==> src/rtl/maxpool_stream_pkg.sv <==
// Shared definitions for the max-pool stage, also usable by the conv block:
// default geometry, the signed sample type, the signed maximum helper, the
// output-state encoding and the number of pooled outputs per frame.
package maxpool_stream_pkg;

  localparam int DEF_WIDTH  = 8;
  localparam int DEF_LENY   = 5;
  localparam int DEF_POOL   = 2;
  localparam int DEF_LOGLEN = 3;

  // ceil(LENY/POOL): the final window may be partial and is still emitted.
  localparam int NUM_OUT = (DEF_LENY + DEF_POOL - 1) / DEF_POOL;

  typedef logic signed [DEF_WIDTH-1:0] sample_t;

  typedef enum logic {
    EMPTY = 1'b0,
    FULL  = 1'b1
  } out_state_e;

  function automatic sample_t signed_max(input sample_t a, input sample_t b);
    return (a > b) ? a : b;
  endfunction

endpackage

==> src/rtl/maxpool_stream_frame_counter.sv <==
// pool_frame_counter: position tracking for the max-pool stage.
// Holds the sample-in-frame count and the sample-in-window count.
// Ports:
//   clk, reset   - clock, async active-low reset
//   inc          - one sample accepted this cycle
//   win_first    - current sample opens a new window
//   complete_win - current sample closes a window (full stride or frame end)
//   frame_end    - current sample is the last of the frame
module pool_frame_counter #(
  parameter int LENY   = 5,
  parameter int POOL   = 2,
  parameter int LOGLEN = 3
) (
  input  logic clk,
  input  logic reset,
  input  logic inc,
  output logic win_first,
  output logic complete_win,
  output logic frame_end
);

  logic [LOGLEN-1:0] in_cnt_q, in_cnt_d;
  logic [LOGLEN-1:0] win_cnt_q, win_cnt_d;

  assign frame_end    = (in_cnt_q == LOGLEN'(LENY - 1));
  // A short trailing window closes on frame end rather than on stride.
  assign complete_win = (win_cnt_q == LOGLEN'(POOL - 1)) || frame_end;
  assign win_first    = (win_cnt_q == '0);

  always_comb begin
    in_cnt_d  = in_cnt_q;
    win_cnt_d = win_cnt_q;
    if (inc) begin
      win_cnt_d = complete_win ? '0 : win_cnt_q + 1'b1;
      in_cnt_d  = frame_end    ? '0 : in_cnt_q + 1'b1;
    end
  end

  always_ff @(posedge clk or negedge reset) begin
    if (!reset) begin
      in_cnt_q  <= '0;
      win_cnt_q <= '0;
    end else begin
      in_cnt_q  <= in_cnt_d;
      win_cnt_q <= win_cnt_d;
    end
  end

endmodule

==> src/rtl/maxpool_stream.sv <==
// maxpool_stream: streaming 1-D max-pool, one signed max per POOL-sample
// window, partial final window flushed and tagged last.
// Ports:
//   clk, reset                          - clock, async active-low reset
//   s_data_in_y/s_valid_y/s_ready_y     - input sample stream
//   m_data_out_z/m_valid_z/m_ready_z    - pooled output stream
//   m_last_z                            - final pooled output of a frame
//
// state | meaning
// EMPTY | output register free, input accepted freely
// FULL  | output register holds a result awaiting pop
module maxpool_stream
  import maxpool_stream_pkg::*;
#(
  parameter int LENY   = DEF_LENY,
  parameter int POOL   = DEF_POOL,
  parameter int LOGLEN = DEF_LOGLEN
) (
  input  logic    clk,
  input  logic    reset,
  input  sample_t s_data_in_y,
  input  logic    s_valid_y,
  output logic    s_ready_y,
  output sample_t m_data_out_z,
  output logic    m_valid_z,
  input  logic    m_ready_z,
  output logic    m_last_z
);

  out_state_e state_q, state_d;
  sample_t    max_q, max_d;
  sample_t    out_data_q, out_data_d;
  logic       out_last_q, out_last_d;
  sample_t    cand;
  logic       acc, pop, complete;
  logic       win_first, complete_win, frame_end;

  pool_frame_counter #(
    .LENY   (LENY),
    .POOL   (POOL),
    .LOGLEN (LOGLEN)
  ) u_cnt (
    .clk          (clk),
    .reset        (reset),
    .inc          (acc),
    .win_first    (win_first),
    .complete_win (complete_win),
    .frame_end    (frame_end)
  );

  // Ready looks through a full register when downstream pops this cycle,
  // giving one sample per cycle sustained.
  assign s_ready_y = reset && ((state_q == EMPTY) || m_ready_z);
  assign acc       = s_valid_y && s_ready_y;
  assign pop       = (state_q == FULL) && m_ready_z;
  assign complete  = acc && complete_win;
  assign cand      = win_first ? s_data_in_y : signed_max(max_q, s_data_in_y);

  always_comb begin
    state_d    = state_q;
    max_d      = max_q;
    out_data_d = out_data_q;
    out_last_d = out_last_q;
    case (state_q)
      EMPTY: if (complete) state_d = FULL;
      FULL:  if (pop && !complete) state_d = EMPTY;
    endcase
    if (acc && !complete) max_d = cand;
    if (complete) begin
      out_data_d = cand;
      out_last_d = frame_end;
    end
  end

  always_ff @(posedge clk or negedge reset) begin
    if (!reset) begin
      state_q    <= EMPTY;
      max_q      <= '0;
      out_data_q <= '0;
      out_last_q <= 1'b0;
    end else begin
      state_q    <= state_d;
      max_q      <= max_d;
      out_data_q <= out_data_d;
      out_last_q <= out_last_d;
    end
  end

  assign m_valid_z    = (state_q == FULL);
  assign m_data_out_z = out_data_q;
  assign m_last_z     = out_last_q;

endmodule

==> config.mk <==
export PLATFORM = sky130hd
export DESIGN_NAME = maxpool_stream
export DESIGN_NICKNAME = d
export VERILOG_FILES = /design/src/rtl/maxpool_stream_pkg.sv /design/src/rtl/maxpool_stream_frame_counter.sv /design/src/rtl/maxpool_stream.sv
export SDC_FILE = /design/constraint.sdc
export NUM_CORES = 1
export LEC_CHECK = 0
export CAP_MARGIN = 10
export CORE_ASPECT_RATIO = 0.5
export CORE_MARGIN = 1.5
export CORE_UTILIZATION = 47
export DETAILED_ROUTE_END_ITERATION = 7
export PLACE_DENSITY_LB_ADDON = 0.25
export RECOVER_POWER = 25
export SLEW_MARGIN = 15
export SYNTH_ARGS = -nofsm -noshare
export SYNTH_HDL_FRONTEND = slang
export SYNTH_SLANG_ARGS = --single-unit
==> constraint.sdc <==
create_clock -name clk -period 4.85 [get_ports clk]
set_clock_uncertainty 0.2 [all_clocks]
set_input_delay 0.97 -clock clk [delete_from_list [all_inputs] [get_ports clk]]
set_output_delay 0.97 -clock clk [all_outputs]
set_load 0.02 [all_outputs]
Word level (Yosys, flattened, before mapping)
Cells that the tools add are included.

Add/subtract/negate cells: 2. Equal/unequal tests: 2. Bitwise gates (word level): 1. Muxes and demuxes: 7. Magnitude comparators: 1. Reduce and logical (&&, ||, !) cells: 10.

Operators by type and width (count): two-way mux 8 bit (2); greater-than comparator 8 bit (1); adder 3 x 1 -> 3 bit, second input constant (2); logical AND 1 bit (6); two-way mux 3 bit (2); equality test 3 x 1 -> 1 bit, second input constant (1); equality test 3 bit, second input constant (1); zero test 3 bit (1); logical OR 1 bit (2); two-way mux 1 bit (2); case mux 1 bit (2 select lines) (1); zero test 1 bit (1); NOT 1 bit (1).

Input port bits: 12. Output and inout port bits: 11. Flip-flop bits (word level): 24. Logic and storage cells: 29.

Logic depth before layout (Yosys ltp)
Word-level depth: 9. Mapped depth: 8. Mapped depth without buffers: 7.

Hierarchy
From an unflattened synthesis, not the netlist that was laid out.

Cell total of the unflattened synthesis: 125. Area total of the unflattened synthesis: 1388.8 um^2.

Modules (own cells, without submodules): maxpool_stream (area an instance 1026.0 um^2, seq. area each 450.4 um^2, cells each 87, times used 1); pool_frame_counter (area an instance 362.8 um^2, seq. area each 150.1 um^2, cells each 38, times used 1).

Worst setup path before layout
Ideal clock, no wire load.

Path kind: input port to flip-flop. From: input s_data_in_y[7]. To: register max_q[0]. Stages: 7. Setup slack: 1926 ps. Data required time: 4525 ps. Buffers on the path: 0. Arrival time: 2599 ps. Library setup time: 125 ps. Cells stage by stage: inv_1 -> ha_1 -> or3b_1 -> a211oi_2 -> nor3_2 -> a21oi_4 -> mux2_2.

Cells in the longest elaborated chain, start to end: 3.

Ends and longest elaborated chain: start: declaration (RTL line maxpool_stream.sv:21) `input sample_t s_data_in_y,`; greater-than comparator 8 bit (RTL line maxpool_stream_pkg.sv:22) `return (a > b) ? a : b;`; two-way mux 8 bit (RTL line maxpool_stream_pkg.sv:22); two-way mux 8 bit (RTL line maxpool_stream.sv:57) `assign cand = win_first ? s_data_in_y : signed_max(max_q, s_data_in_y);`; end signal: assignment (RTL line maxpool_stream.sv:83) `max_q <= max_d;`; end: declaration (RTL line maxpool_stream.sv:31) `sample_t max_q, max_d;`.

Every way passes these cells. A chain may end at the register's enable or synchronous reset.

Worst setup path in the final report
From: input reset. To: output s_ready_y.

Cells in the longest elaborated chain, start to end: 1.

Ends and longest elaborated chain: start: declaration (RTL line maxpool_stream.sv:20) `input logic reset,`; logical AND 1 bit (RTL line maxpool_stream.sv:53) `assign s_ready_y = reset && ((state_q == EMPTY) || m_ready_z);`; end: declaration (RTL line maxpool_stream.sv:23) `output logic s_ready_y,`.

Every way passes these cells.

==> impl_metrics.csv <==
group,metric,value,unit
floorplanning,core-area,2700,um2
yosys,synth_compound_area_frac,0.192,
clock_tree,cts.htree.levels,1,
floorplanning,io_pins,23,
sta,slew_violations,0,
worst_hold_path,min_path_type,"flop to flop",
yosys,seq_area_frac_synth,0.433,
sta,max_freq,0.268,GHz
power_and_ir_drop,pwr-share-seq,0.349,
power_and_ir_drop,netSwitchingFraction,0.415,
power_and_ir_drop,combPwrFrac,0.517,
layout,post-route-util,0.630,
sta,slew-limit-headroom,0.355,
detailed_routing,route.antenna.remaining_nets,0,
floorplanning,dieArea,3310,um2
yosys,synth_mux_area_frac,0.0649,
power_and_ir_drop,p_per_area,601,nW/um2
yosys,synth_seq_cells,24,
yosys,synth_warnings,0,
global_route,grt_pass1_vias,1026,
placed_design,io_buffers,22,
clock_tree,clockBufferDepth,2,
setup_path,critPathLaunchType,"input port",
global_route,antenna_found_initial,0,
yosys,synth-xor-area-share,0,
clock_tree,cts.sink_count,24,
yosys,synthCells,143,
detailed_routing,dr.pass1.iters,4,
yosys,synthAdderAreaFrac,0.117,
global_route,grt_max_degree,28,
worst_hold_path,min_from,"u_cnt.win_cnt_q[2]",
clock_tree,cts-root-buf,"clkbuf_8",
sta,worst_slew_pin_slew,964,ps
global_route,track_usage,0.183,
layout,diodes,0,
yosys,netlist_area,1390,um2
clock_tree,cts_buffers,3,
floorplanning,initial_utilization,0.514,
sta,hold_viol_final,0,
setup_path,path_class,"input port to primary output",
detailed_routing,viasPerCell,5.28,
power_and_ir_drop,clockPowerShare,0.134,
power_and_ir_drop,p_leak,0.764,nW
floorplanning,fp-row-count,13,
yosys,synth_cell_types,30,
layout,layout-drive-gt1-share,0.120,
floorplanning,die_w,79.8,um
setup_path,endpoint_kind,"primary output",
floorplanning,die_h,41.4,um
power_and_ir_drop,p_int,598,uW
yosys,synthSimpleGateAreaFrac,0.138,
detailed_routing,vias,1072,
yosys,synth_top_family_by_area,"compound AO/OA/AOI/OAI gates",
clock_tree,post_cts_buffers,0,
clock_tree,clock_latency,270,ps
placed_design,gp_congestion,0.771,
sta,min_period_over_period,0.770,
detailed_routing,remaining_drc_errors,0,
outcome,outcome,"complete, no violations",
layout,nets,192,
global_route,overflow,0,
sta,setup_violations,0,
clock_tree,cts_tree,"done",
setup_path,startpoint,"reset",
clock_tree,postCtsHoldBufs,0,
power_and_ir_drop,ir_drop,0.000262,V
detailed_routing,drt-total-wl,2670,um
setup_path,required,3680,ps
sta,rsz0062_at_grt,"false",
sta,finalCriticalPeriod,3740,ps
setup_path,reg2reg_from,"max_q[7]",
clock_tree,path_clk_slew,80,ps
job,cap_violations,0,
yosys,syn-num-nets,168,
setup_path,crit_fanout,27,
yosys,syn_avg_cell_area,9.70,um2
detailed_routing,drt_iter0_markers,32,
global_route,grt_first_pass_wirelength,4660,um
power_and_ir_drop,switchingPower,424,uW
setup_path,cp.arrival,2570,ps
placed_design,dp_hpwl,1960,um
layout,area_growth_syn_to_layout,22.5,%
detailed_routing,wl_per_cell,13.2,um
clock_tree,cts_resized,0,
sta,setup_tns,0,ps
## cell usage in the layout, fill, tap and decap left out
cell              n
nand2_1          26
dfrtp_1          24
clkdlybuf4s50_1  21
inv_1            16
o211ai_1         14
ha_1             13
o21ai_0           9
mux2_2            8
a21oi_1           5
clkbuf_8          4
nor2_1            3
nand2b_1          2
nand3_1           2
and2_1            1
a21boi_0          1
and3_1            1
a21o_2            1
or3b_1            1
o211ai_2          1
and4_2            1
a211oi_2          1
nand4_1           1
nor3_1            1
a22o_1            1
nor3_2            1
a21oi_4           1
o211a_1           1
or3_2             1
o41ai_1           1
a31oi_1           1
dlygate4sd3_1     1
buf_4             1
## routing by layer
layer / vias up / GRT usage / share of wire
met3: 4 / 0.0462 / 0.036
met4: 0 / 0.0414 / 0.0086
li1: 551 / - / -
met2: 16 / 0.297 / 0.45
met1: 501 / 0.250 / 0.51
met5: - / 0 / 0
## cell type report
class	instances	area (um2)
Fill cell	227	1000
Multi-Input combinational cell	99	711
Sequential cell	24	601
Timing Repair Buffer	23	228
Inverter	16	60.1
Clock buffer	4	55.1
Tap cell	37	46.3
## registers in the layout, summed over array words and instances, names as in the netlist
register	flops
u_cnt.in_cnt_q	3
m_valid_z	1
u_cnt.win_cnt_q	3
max_q	8
m_data_out_z	8
m_last_z	1
## power by group through the flow
stage	Sequential, mW	Clock (mW)	Combinational [mW]
finish	0.357	0.137	0.528
global placement	0.355	0	0.521
floorplan	0.394	0	0.326
CTS	0.357	0.142	0.535
detailed placement	0.361	0	0.533
global route	0.371	0.150	0.590
## cell usage after synthesis
cell type | n | area [um2]
and3_1 | 1 | 6.26
or3_2 | 1 | 7.51
nor3_2 | 1 | 10.0
ha_1 | 13 | 163
nor2_1 | 3 | 11.3
nand2_1 | 26 | 97.6
and4_2 | 1 | 10.0
dfrtp_1 | 24 | 601
o211a_1 | 1 | 10.0
a21o_2 | 1 | 8.76
nand3_1 | 2 | 10.0
a21boi_0 | 1 | 7.51
a31oi_1 | 1 | 6.26
o21ai_0 | 9 | 45.0
o41ai_1 | 1 | 8.76
a211oi_2 | 1 | 12.5
and2_1 | 1 | 6.26
clkbuf_2 | 1 | 5.00
inv_1 | 16 | 60.1
nand4_1 | 1 | 6.26
nor3_1 | 1 | 5.00
mux2_2 | 8 | 90.1
a21oi_4 | 1 | 16.3
o211ai_2 | 1 | 12.5
a22o_1 | 1 | 8.76
or3b_1 | 1 | 8.76
nand2b_1 | 2 | 12.5
clkbuf_1 | 3 | 11.3
o211ai_1 | 14 | 105
a21oi_1 | 5 | 25.0
## per-stage QoR
step | cells | hold slack (ps) | cell area [um2] | setup WS, ps | power [mW]
4_1_cts | 203 | 287 | 1700 | 1150 | 1.03
5_1_grt | 203 | 294 | 1700 | 1000 | 1.11
3_3_place_gp | 199 | 262 | 1650 | 1150 | 0.876
6_report | 203 | 288 | 1700 | 1110 | 1.02
3_5_place_dp | 199 | 274 | 1650 | 1150 | 0.894
2_1_floorplan | 143 | 247 | 1390 | 1930 | 0.720
## worst paths after layout
| check | end | slack (ps) | depth (start not counted) |
|---|---|---|---|
| max | s_ready_y | 1110 | 4 |
| min | u_cnt.win_cnt_q[2] | 290 | 1 |
| max reg2reg | max_q[1] | 2320 | 6 |
| min reg2reg | u_cnt.win_cnt_q[2] | 290 | 1 |
| max in group asynchronous | max_q[7] | 3270 | 2 |
| min in group asynchronous | u_cnt.win_cnt_q[2] | 930 | 2 |
## worst max-delay path, stage by stage
cell and delay [ps]:
dlygate4sd3_1 520, buf_4 310, and2_1 170, clkdlybuf4s50_1 590
## cells by family after synthesis
family | after synthesis
muxes | 8
and+or+nand+nor | 41
DFF | 24
AOI/OAI and AO/OA | 37
buffers and inverters | 20
adders and majority gates | 13
(Power assumes the default switching activity.)
